<file path="src/rtl/dmem_pkg.sv">
// Shared types and constants for the data-memory arbiter slice.
package dmem_pkg;

  localparam int DMEM_ADDR_WIDTH = 20;
  localparam int DMEM_DATA_WIDTH = 32;
  localparam int DMEM_SIZE       = 1024;

  // Which port owns a memory access / a returning read.
  typedef enum logic {
    OWN_CPU  = 1'b0,
    OWN_HOST = 1'b1
  } owner_t;

  // One slot of the read-return tag pipeline.
  // zero = the read was out of range and must return 0 instead of mem_rdata.
  typedef struct packed {
    logic   valid;
    owner_t owner;
    logic   zero;
  } rd_tag_t;

  localparam rd_tag_t RD_TAG_IDLE = '{valid: 1'b0, owner: OWN_CPU, zero: 1'b0};

endpackage : dmem_pkg

</file>
<file path="src/rtl/dmem_arbiter_rd_tag_pipe.sv">
// Fixed-depth shift register of read tags. It tracks which port a read
// belongs to while the memory is producing its data. An asynchronous clear
// drops every read in flight.
module rd_tag_pipe
  import dmem_pkg::*;
#(
  parameter int DEPTH = 1
) (
  input  logic    clk,
  input  logic    rst,
  input  rd_tag_t tag_i,
  output rd_tag_t tag_o
);

  rd_tag_t stage_q [DEPTH];

  // Shift tags one stage per cycle; clear every stage while in reset.
  always_ff @(posedge clk or negedge rst) begin
    if (!rst) begin
      for (int i = 0; i < DEPTH; i++) begin
        stage_q[i] <= RD_TAG_IDLE;
      end
    end else begin
      stage_q[0] <= tag_i;
      for (int i = 1; i < DEPTH; i++) begin
        stage_q[i] <= stage_q[i-1];
      end
    end
  end

  assign tag_o = stage_q[DEPTH-1];

endmodule : rd_tag_pipe

</file>
<file path="src/rtl/dmem_arbiter.sv">
// Arbiter that shares the single-port data memory between the CPU MEM stage
// and the host/loader port. The CPU wins by default. A bounded-wait counter
// gives the host one grant after STARVE_LIMIT denied cycles. Read data comes
// back to its owner through a tag pipeline that matches the memory latency.
module dmem_arbiter
  import dmem_pkg::*;
#(
  parameter int ADDR_WIDTH   = DMEM_ADDR_WIDTH,
  parameter int DATA_WIDTH   = DMEM_DATA_WIDTH,
  parameter int MEM_SIZE     = DMEM_SIZE,
  parameter int MEM_LATENCY  = 1,
  parameter int STARVE_LIMIT = 8,
  parameter int CNT_WIDTH    = 16
) (
  input  logic                  clk,
  input  logic                  rst,
  // CPU (MEM stage) port
  input  logic                  cpu_req,
  input  logic                  cpu_we,
  input  logic                  cpu_be,
  input  logic [ADDR_WIDTH-1:0] cpu_addr,
  input  logic [DATA_WIDTH-1:0] cpu_wdata,
  output logic                  cpu_stall,
  output logic                  cpu_rvalid,
  output logic [DATA_WIDTH-1:0] cpu_rdata,
  // Host / loader port
  input  logic                  host_req,
  input  logic                  host_we,
  input  logic                  host_be,
  input  logic [ADDR_WIDTH-1:0] host_addr,
  input  logic [DATA_WIDTH-1:0] host_wdata,
  output logic                  host_gnt,
  output logic                  host_rvalid,
  output logic [DATA_WIDTH-1:0] host_rdata,
  // Status
  output logic                  addr_err,
  // Data memory side
  output logic [ADDR_WIDTH-1:0] mem_addr,
  output logic [DATA_WIDTH-1:0] mem_wdata,
  output logic                  mem_we,
  output logic                  mem_re,
  output logic                  mem_be,
  input  logic [DATA_WIDTH-1:0] mem_rdata,
  // Statistics
  output logic [CNT_WIDTH-1:0]  stall_cnt
);

  // The starve counter must be able to hold STARVE_LIMIT itself.
  localparam int                SW         = $clog2(STARVE_LIMIT + 1);
  localparam logic [SW-1:0]     STARVE_MAX = SW'(STARVE_LIMIT);
  // One extra bit so a MEM_SIZE equal to 2**ADDR_WIDTH still compares.
  localparam logic [ADDR_WIDTH:0] SIZE_LIM = (ADDR_WIDTH + 1)'(MEM_SIZE);

  // Address range check against the populated memory size.
  function automatic logic addr_in_range(input logic [ADDR_WIDTH-1:0] a);
    return ({1'b0, a} < SIZE_LIM);
  endfunction

  // ---------------------------------------------------------------------------
  // State
  // ---------------------------------------------------------------------------
  logic [SW-1:0]         starve_q,     starve_d;
  logic [CNT_WIDTH-1:0]  stall_cnt_q,  stall_cnt_d;
  logic                  addr_err_q,   addr_err_d;
  logic                  cpu_rvalid_q, cpu_rvalid_d;
  logic [DATA_WIDTH-1:0] cpu_rdata_q,  cpu_rdata_d;
  logic                  host_rvalid_q, host_rvalid_d;
  logic [DATA_WIDTH-1:0] host_rdata_q, host_rdata_d;

  // ---------------------------------------------------------------------------
  // Arbitration signals
  // ---------------------------------------------------------------------------
  logic                  cpu_req_s;
  logic                  host_req_s;
  logic                  host_win_s;
  logic                  cpu_win_s;
  logic                  grant_s;
  owner_t                owner_s;
  logic                  own_we_s;
  logic                  own_be_s;
  logic [ADDR_WIDTH-1:0] own_addr_s;
  logic [DATA_WIDTH-1:0] own_wdata_s;
  logic                  in_range_s;
  rd_tag_t               tag_in_s;
  rd_tag_t               tag_out_s;
  logic [DATA_WIDTH-1:0] rd_word_s;

  // Requests are masked during reset so nothing reaches memory then.
  assign cpu_req_s  = cpu_req  & rst;
  assign host_req_s = host_req & rst;

  // Pick the owner: host wins when alone or once it has waited long enough.
  always_comb begin
    host_win_s = 1'b0;
    cpu_win_s  = 1'b0;
    if (host_req_s && (!cpu_req_s || (starve_q == STARVE_MAX))) begin
      host_win_s = 1'b1;
    end else begin
      cpu_win_s = cpu_req_s;
    end
    grant_s = host_win_s | cpu_win_s;
    owner_s = host_win_s ? OWN_HOST : OWN_CPU;
  end

  // Mux the owning port onto the memory bus and build the read tag.
  always_comb begin
    own_we_s    = 1'b0;
    own_be_s    = 1'b0;
    own_addr_s  = {ADDR_WIDTH{1'b0}};
    own_wdata_s = {DATA_WIDTH{1'b0}};
    if (host_win_s) begin
      own_we_s    = host_we;
      own_be_s    = host_be;
      own_addr_s  = host_addr;
      own_wdata_s = host_wdata;
    end else if (cpu_win_s) begin
      own_we_s    = cpu_we;
      own_be_s    = cpu_be;
      own_addr_s  = cpu_addr;
      own_wdata_s = cpu_wdata;
    end else begin
      own_we_s    = 1'b0;
    end
    in_range_s = addr_in_range(own_addr_s);

    // Out-of-range accesses never reach memory but reads still return a tag.
    tag_in_s.valid = grant_s & ~own_we_s;
    tag_in_s.owner = owner_s;
    tag_in_s.zero  = ~in_range_s;
  end

  assign mem_addr  = own_addr_s;
  assign mem_wdata = own_wdata_s;
  assign mem_be    = own_be_s;
  assign mem_we    = grant_s & in_range_s &  own_we_s;
  assign mem_re    = grant_s & in_range_s & ~own_we_s;

  assign host_gnt  = host_win_s;
  assign cpu_stall = cpu_req_s & ~cpu_win_s;

  // ---------------------------------------------------------------------------
  // Read return
  // ---------------------------------------------------------------------------
  rd_tag_pipe #(
    .DEPTH (MEM_LATENCY)
  ) u_rd_tag_pipe (
    .clk   (clk),
    .rst   (rst),
    .tag_i (tag_in_s),
    .tag_o (tag_out_s)
  );

  // Next-state for counters, error pulse and per-port read-data registers.
  always_comb begin
    starve_d      = starve_q;
    stall_cnt_d   = stall_cnt_q;
    addr_err_d    = grant_s & ~in_range_s;
    cpu_rvalid_d  = 1'b0;
    host_rvalid_d = 1'b0;
    cpu_rdata_d   = cpu_rdata_q;
    host_rdata_d  = host_rdata_q;

    // A denied host request ages; a grant or a dropped request resets it.
    if (host_req_s && !host_win_s) begin
      if (starve_q != STARVE_MAX) begin
        starve_d = starve_q + SW'(1);
      end else begin
        starve_d = starve_q;
      end
    end else begin
      starve_d = {SW{1'b0}};
    end

    // Count stalled CPU cycles, sticking at all-ones.
    if (cpu_stall && !(&stall_cnt_q)) begin
      stall_cnt_d = stall_cnt_q + CNT_WIDTH'(1);
    end else begin
      stall_cnt_d = stall_cnt_q;
    end

    rd_word_s = tag_out_s.zero ? {DATA_WIDTH{1'b0}} : mem_rdata;

    // Only the owner of the returning read sees rvalid and new data.
    if (tag_out_s.valid) begin
      case (tag_out_s.owner)
        OWN_CPU: begin
          cpu_rvalid_d = 1'b1;
          cpu_rdata_d  = rd_word_s;
        end
        OWN_HOST: begin
          host_rvalid_d = 1'b1;
          host_rdata_d  = rd_word_s;
        end
        default: begin
          cpu_rvalid_d  = 1'b0;
          host_rvalid_d = 1'b0;
        end
      endcase
    end else begin
      cpu_rvalid_d  = 1'b0;
      host_rvalid_d = 1'b0;
    end
  end

  // State and registered outputs; all clear asynchronously in reset.
  always_ff @(posedge clk or negedge rst) begin
    if (!rst) begin
      starve_q      <= {SW{1'b0}};
      stall_cnt_q   <= {CNT_WIDTH{1'b0}};
      addr_err_q    <= 1'b0;
      cpu_rvalid_q  <= 1'b0;
      cpu_rdata_q   <= {DATA_WIDTH{1'b0}};
      host_rvalid_q <= 1'b0;
      host_rdata_q  <= {DATA_WIDTH{1'b0}};
    end else begin
      starve_q      <= starve_d;
      stall_cnt_q   <= stall_cnt_d;
      addr_err_q    <= addr_err_d;
      cpu_rvalid_q  <= cpu_rvalid_d;
      cpu_rdata_q   <= cpu_rdata_d;
      host_rvalid_q <= host_rvalid_d;
      host_rdata_q  <= host_rdata_d;
    end
  end

  assign stall_cnt   = stall_cnt_q;
  assign addr_err    = addr_err_q;
  assign cpu_rvalid  = cpu_rvalid_q;
  assign cpu_rdata   = cpu_rdata_q;
  assign host_rvalid = host_rvalid_q;
  assign host_rdata  = host_rdata_q;

endmodule : dmem_arbiter
</file>
<file path="config.mk">
export PLATFORM = sky130hd
export DESIGN_NAME = dmem_arbiter
export DESIGN_NICKNAME = d
export VERILOG_FILES = /design/src/rtl/dmem_pkg.sv /design/src/rtl/dmem_arbiter_rd_tag_pipe.sv /design/src/rtl/dmem_arbiter.sv
export SDC_FILE = /design/constraint.sdc
export NUM_CORES = 1
export LEC_CHECK = 0
export BUFFER_PORTS_ARGS = -buffer_cell sky130_fd_sc_hd__clkbuf_2
export CORE_AREA = 2 2 110 112
export DETAILED_ROUTE_END_ITERATION = 12
export DIE_AREA = 0 0 112 114
export PLACE_DENSITY = 0.72
export RECOVER_POWER = 100
export SLEW_MARGIN = 15
export SYNTH_ARGS = -nofsm -noshare
export SYNTH_HDL_FRONTEND = slang
export SYNTH_HIERARCHICAL = 1
export SYNTH_SLANG_ARGS = --single-unit
</file>
<file path="constraint.sdc">
create_clock -name clk -period 2.49 [get_ports clk]
set_input_delay 0.498 -clock clk [delete_from_list [all_inputs] [get_ports clk]]
set_output_delay 0.498 -clock clk [all_outputs]
set_load 0.05 [all_outputs]
</file>
==> results.tsv <==
stage	metric	value	unit
status	status	complete, but fails checks	
status	failing checks	negative setup slack	
grt	number of global-route vias before repair	4333	
layout	most frequent cells in the layout	clkbuf_2 (227), dfrtp_1 (90), nand2_1 (71)	
floorplanning	die area	0.0128	mm2
floorplanning	Horiz. Die Dim	112	um
clocking	CTS Root Cell	clkbuf_16	
yosys	area fraction in compound gates after synthesis	20.6	%
routing	final WL	18000	um
sta	Slew Viols, Final	0	
yosys	Synth Cell Area	0.00424	mm2
grt	met3 usage	7.01	%
setup_path	crit path max fanout	7	
yosys	Synth Flop Type	dfrtp_1	
placed_design	GPL Wtd Cong	0.936	
yosys	share of the synthesized area in the top cell type	53.2	%
routing	via count	4610	
routing	Wirelength per Cell	20.7	um
layout	commonest non-fill, non-tap cell in the layout	clkbuf_2	
yosys	largest family of logic cells by synthesized area	compound AO/OA/AOI/OAI gates	
setup_path	CP dominant cell by count	buf_12	
clocking	Clock transition at path regs	0.07	ns
setup_path	CP Capture Type	output port	
yosys	mux cell area share after synthesis	0.266	%
yosys	fraction of registers with async set/reset	100	%
floorplanning	DIE HEIGHT	114	um
floorplanning	Core Footprint	0.0117	mm2
sta	Period minus WS final	2.50	ns
placed_design	IO buf count	283	
sta	final clock skew	0.0107	ns
routing	drt pass-1 iters	5	
clocking	Worst-Skew Late Latency	0.34	ns
pwr	Final Power	5480	uW
yosys	sequential element share of the synthesized area	53.2	%
routing	drt drc	0	
floorplanning	I/O pins	284	
routing	Vias/cell	5.30	
layout	share of cells above drive strength 1	53.3	%
sta	Final Setup Violations	5	
layout	Post-Layout Inst Area	0.00734	mm2
sta	Least-Margin Pin Slew	1.02	ns
placed_design	Detailed Place HPWL	13700	um
floorplanning	Starting Density	36.2	%
grt	initial antenna violation count	1	
setup_path	cells along the critical path	inv_2, ha_4, nand3b_1, a21oi_4, buf_12, buf_16, a22o_2, buf_12	
setup_path	CP Buf/Inv Count	4	
yosys	Syn Nets	577	
setup_path	max incr delay on CP	0.39	ns
yosys	area leader, netlist	dfrtp_1	
grt	largest net degree at the start of global routing	51	
sta	Rel. slew slack	31.8	%
grt	GR Util met2	44.7	%
clocking	Num CTS Buffers	9	
grt	met1 Use GR	32.0	%
setup_path	crit path DAT	2.00	ns
yosys	adder-cell share of the synthesized area	0.886	%
routing	DR iter-0 viols	461	
clocking	H-tree depth	3	
clocking	clock sink count	90	
setup_path	cell family with most CP delay	buffers and inverters	
setup_path	Worst setup SP type	flip-flop	
layout	area grow syn2layout	73.2	%
yosys	syn avg cell area	9.85	um2
sta	final hold vios	0	
setup_path	Worst path depth	8	
yosys	Yosys Warn Count	6	
run	total of max-cap violations	0	
clocking	clk buf depth	2	
sta	final period utilization	100	%
yosys	Synth Area in Simple Gates	18.5	%
floorplanning	cell row count	40	
grt	remaining global-route overflow	0	
yosys	Post-synth EDFFs	0	
grt	busiest layer in global routing	met2	
yosys	unique cell type count in the Yosys netlist	31	
setup_path	kind of critical path	flip-flop to output port	
grt	first-pass GRT wire length	25100	um
setup_path	slowest CP cell	dfrtp_1	
setup_path	Worst Path Required	1.99	ns
pwr	P_leak	0.00376	uW
placed_design	DP Area	0.00648	mm2
yosys	ranking of synthesized cells by area	dfrtp_1 (53%), a22o_1 (11%), o21ai_0 (7.9%)	
yosys	number of synthesized register bits	90	
sta	final setup margin	-0.0117	ns
layout	filler cell count	905	
yosys	synthesized instance count	430	
pwr	Peak VDD IR	0.000659	V
grt	All-Layer GR Usage	26.3	%
setup_path	depth of the worst register-to-register path	6	
sta	FMAX	400	MHz
layout	nets	865	
yosys	Synth Area in XOR/XNOR	3.52	%
hold_path	hold path depth	3	
sta	unrepaired setup endpoints after global routing	true	
hold_path	class of the worst hold path	primary input to flip-flop	
clocking	TritonCTS clock tree	done	
pwr	pwr dens	746	mW/mm2
routing	DRT antenna net count	0	
==> per-stage QoR <==
step | instances | setup TNS, ns | hold WS (ns) | worst slack [ns] | utilization (%)
floorplan | 430 | -0.0541 | 0.202 | -0.0541 | -
global placement | 840 | 0 | 0.301 | 0.197 | 55.3
detailed placement | 840 | 0 | 0.305 | 0.121 | 55.3
CTS | 863 | 0 | 0.288 | 0.00275 | 59.9
global route | 869 | -2.80 | 0.419 | -0.101 | 62.6
finish | 870 | -0.0288 | 0.414 | -0.0117 | 62.6
==> flip-flops by register name (all words and copies together), names as in the netlist <==
register,flops
u_rd_tag_pipe/tag_o,3
starve_q,4
cpu_rvalid,1
addr_err,1
host_rvalid,1
stall_cnt,16
cpu_rdata,32
host_rdata,32
==> synth_stat cells (2+ instances only) <==
cell type	count
a21oi_1	2
a22o_1	55
and3_1	4
and4_1	2
buf_1	6
clkbuf_1	24
dfrtp_1	90
ha_1	3
inv_1	5
nand2_1	72
nand2b_1	33
nand3_1	9
nand3b_1	2
nand4_1	4
nor2_1	10
nor3_1	2
nor4_1	9
o211ai_1	4
o21ai_0	67
xnor2_1	13
xor2_1	4
==> tightest hold or removal path, delay by kind of cell <==
kind	cells	cell delay, ns
buffers and inverters	1	0.08
AOI/OAI and AO/OA	1	0.07
and+or+nand+nor	1	0.07
==> routing by layer <==
metal,vias to the layer above,routed length [um]
met5,-,0
met4,0,587
met3,33,1450
met2,267,9010
met1,2207,6990
li1,2103,-
==> area by class of cell <==
cell class / instances / area, um2 / share of cell area, %
repair buffers: 307 / 2440 / 33.2
flip-flops and latches: 90 / 2250 / 30.7
multi-input cells: 305 / 2130 / 29.0
clock buffers: 9 / 225 / 3.07
well taps: 147 / 184 / 2.51
clock inverters: 6 / 91.3 / 1.24
inverters: 5 / 18.8 / 0.256
diodes: 1 / 2.50 / 0.0341
==> path summary, 6_finish.rpt <==
path                       slack, ns     startpoint       endpoint
setup / recovery               -0.01    starve_q[1]    mem_addr[0]
hold / removal                  0.41  mem_rdata[27]  cpu_rdata[27]
setup reg to reg                0.57    starve_q[1]  stall_cnt[13]
hold reg to reg                 0.48  cpu_rdata[18]  cpu_rdata[18]
max in group asynchronous       0.66            rst  stall_cnt[13]
min in group asynchronous       0.63            rst   stall_cnt[3]
==> report_power, final <==
part           internal [uW]  leakage [uW]  switching, uW
sequential              1710       0.00115            151
combinational            617       0.00247           1550
clock                    877      0.000144            567
total                   3200       0.00376           2270
==> what timing repair did <==
item                                   in CTS  in global routing
endpoints found under the hold margin       1                  0
pin swaps                                   2                 20
resized for setup                          28                 60
gates cloned                                2                  4
setup buffers                               5                  2
hold buffers                                1                  0
setup endpoints to repair                  56                 56
==> kinds of logic (layout without fill, tap and decap cells) <==
kind of cell    count (synthesis)  count (layout)
flops                          90              90
fa+ha+maj                       3               3
mux                             1               1
compound gates                130             130
other cells                     0               1
xor+xnor                       17              17
simple gates                  154             154
buf+inv                        35             327
Power figures use the tool's default switching activity.
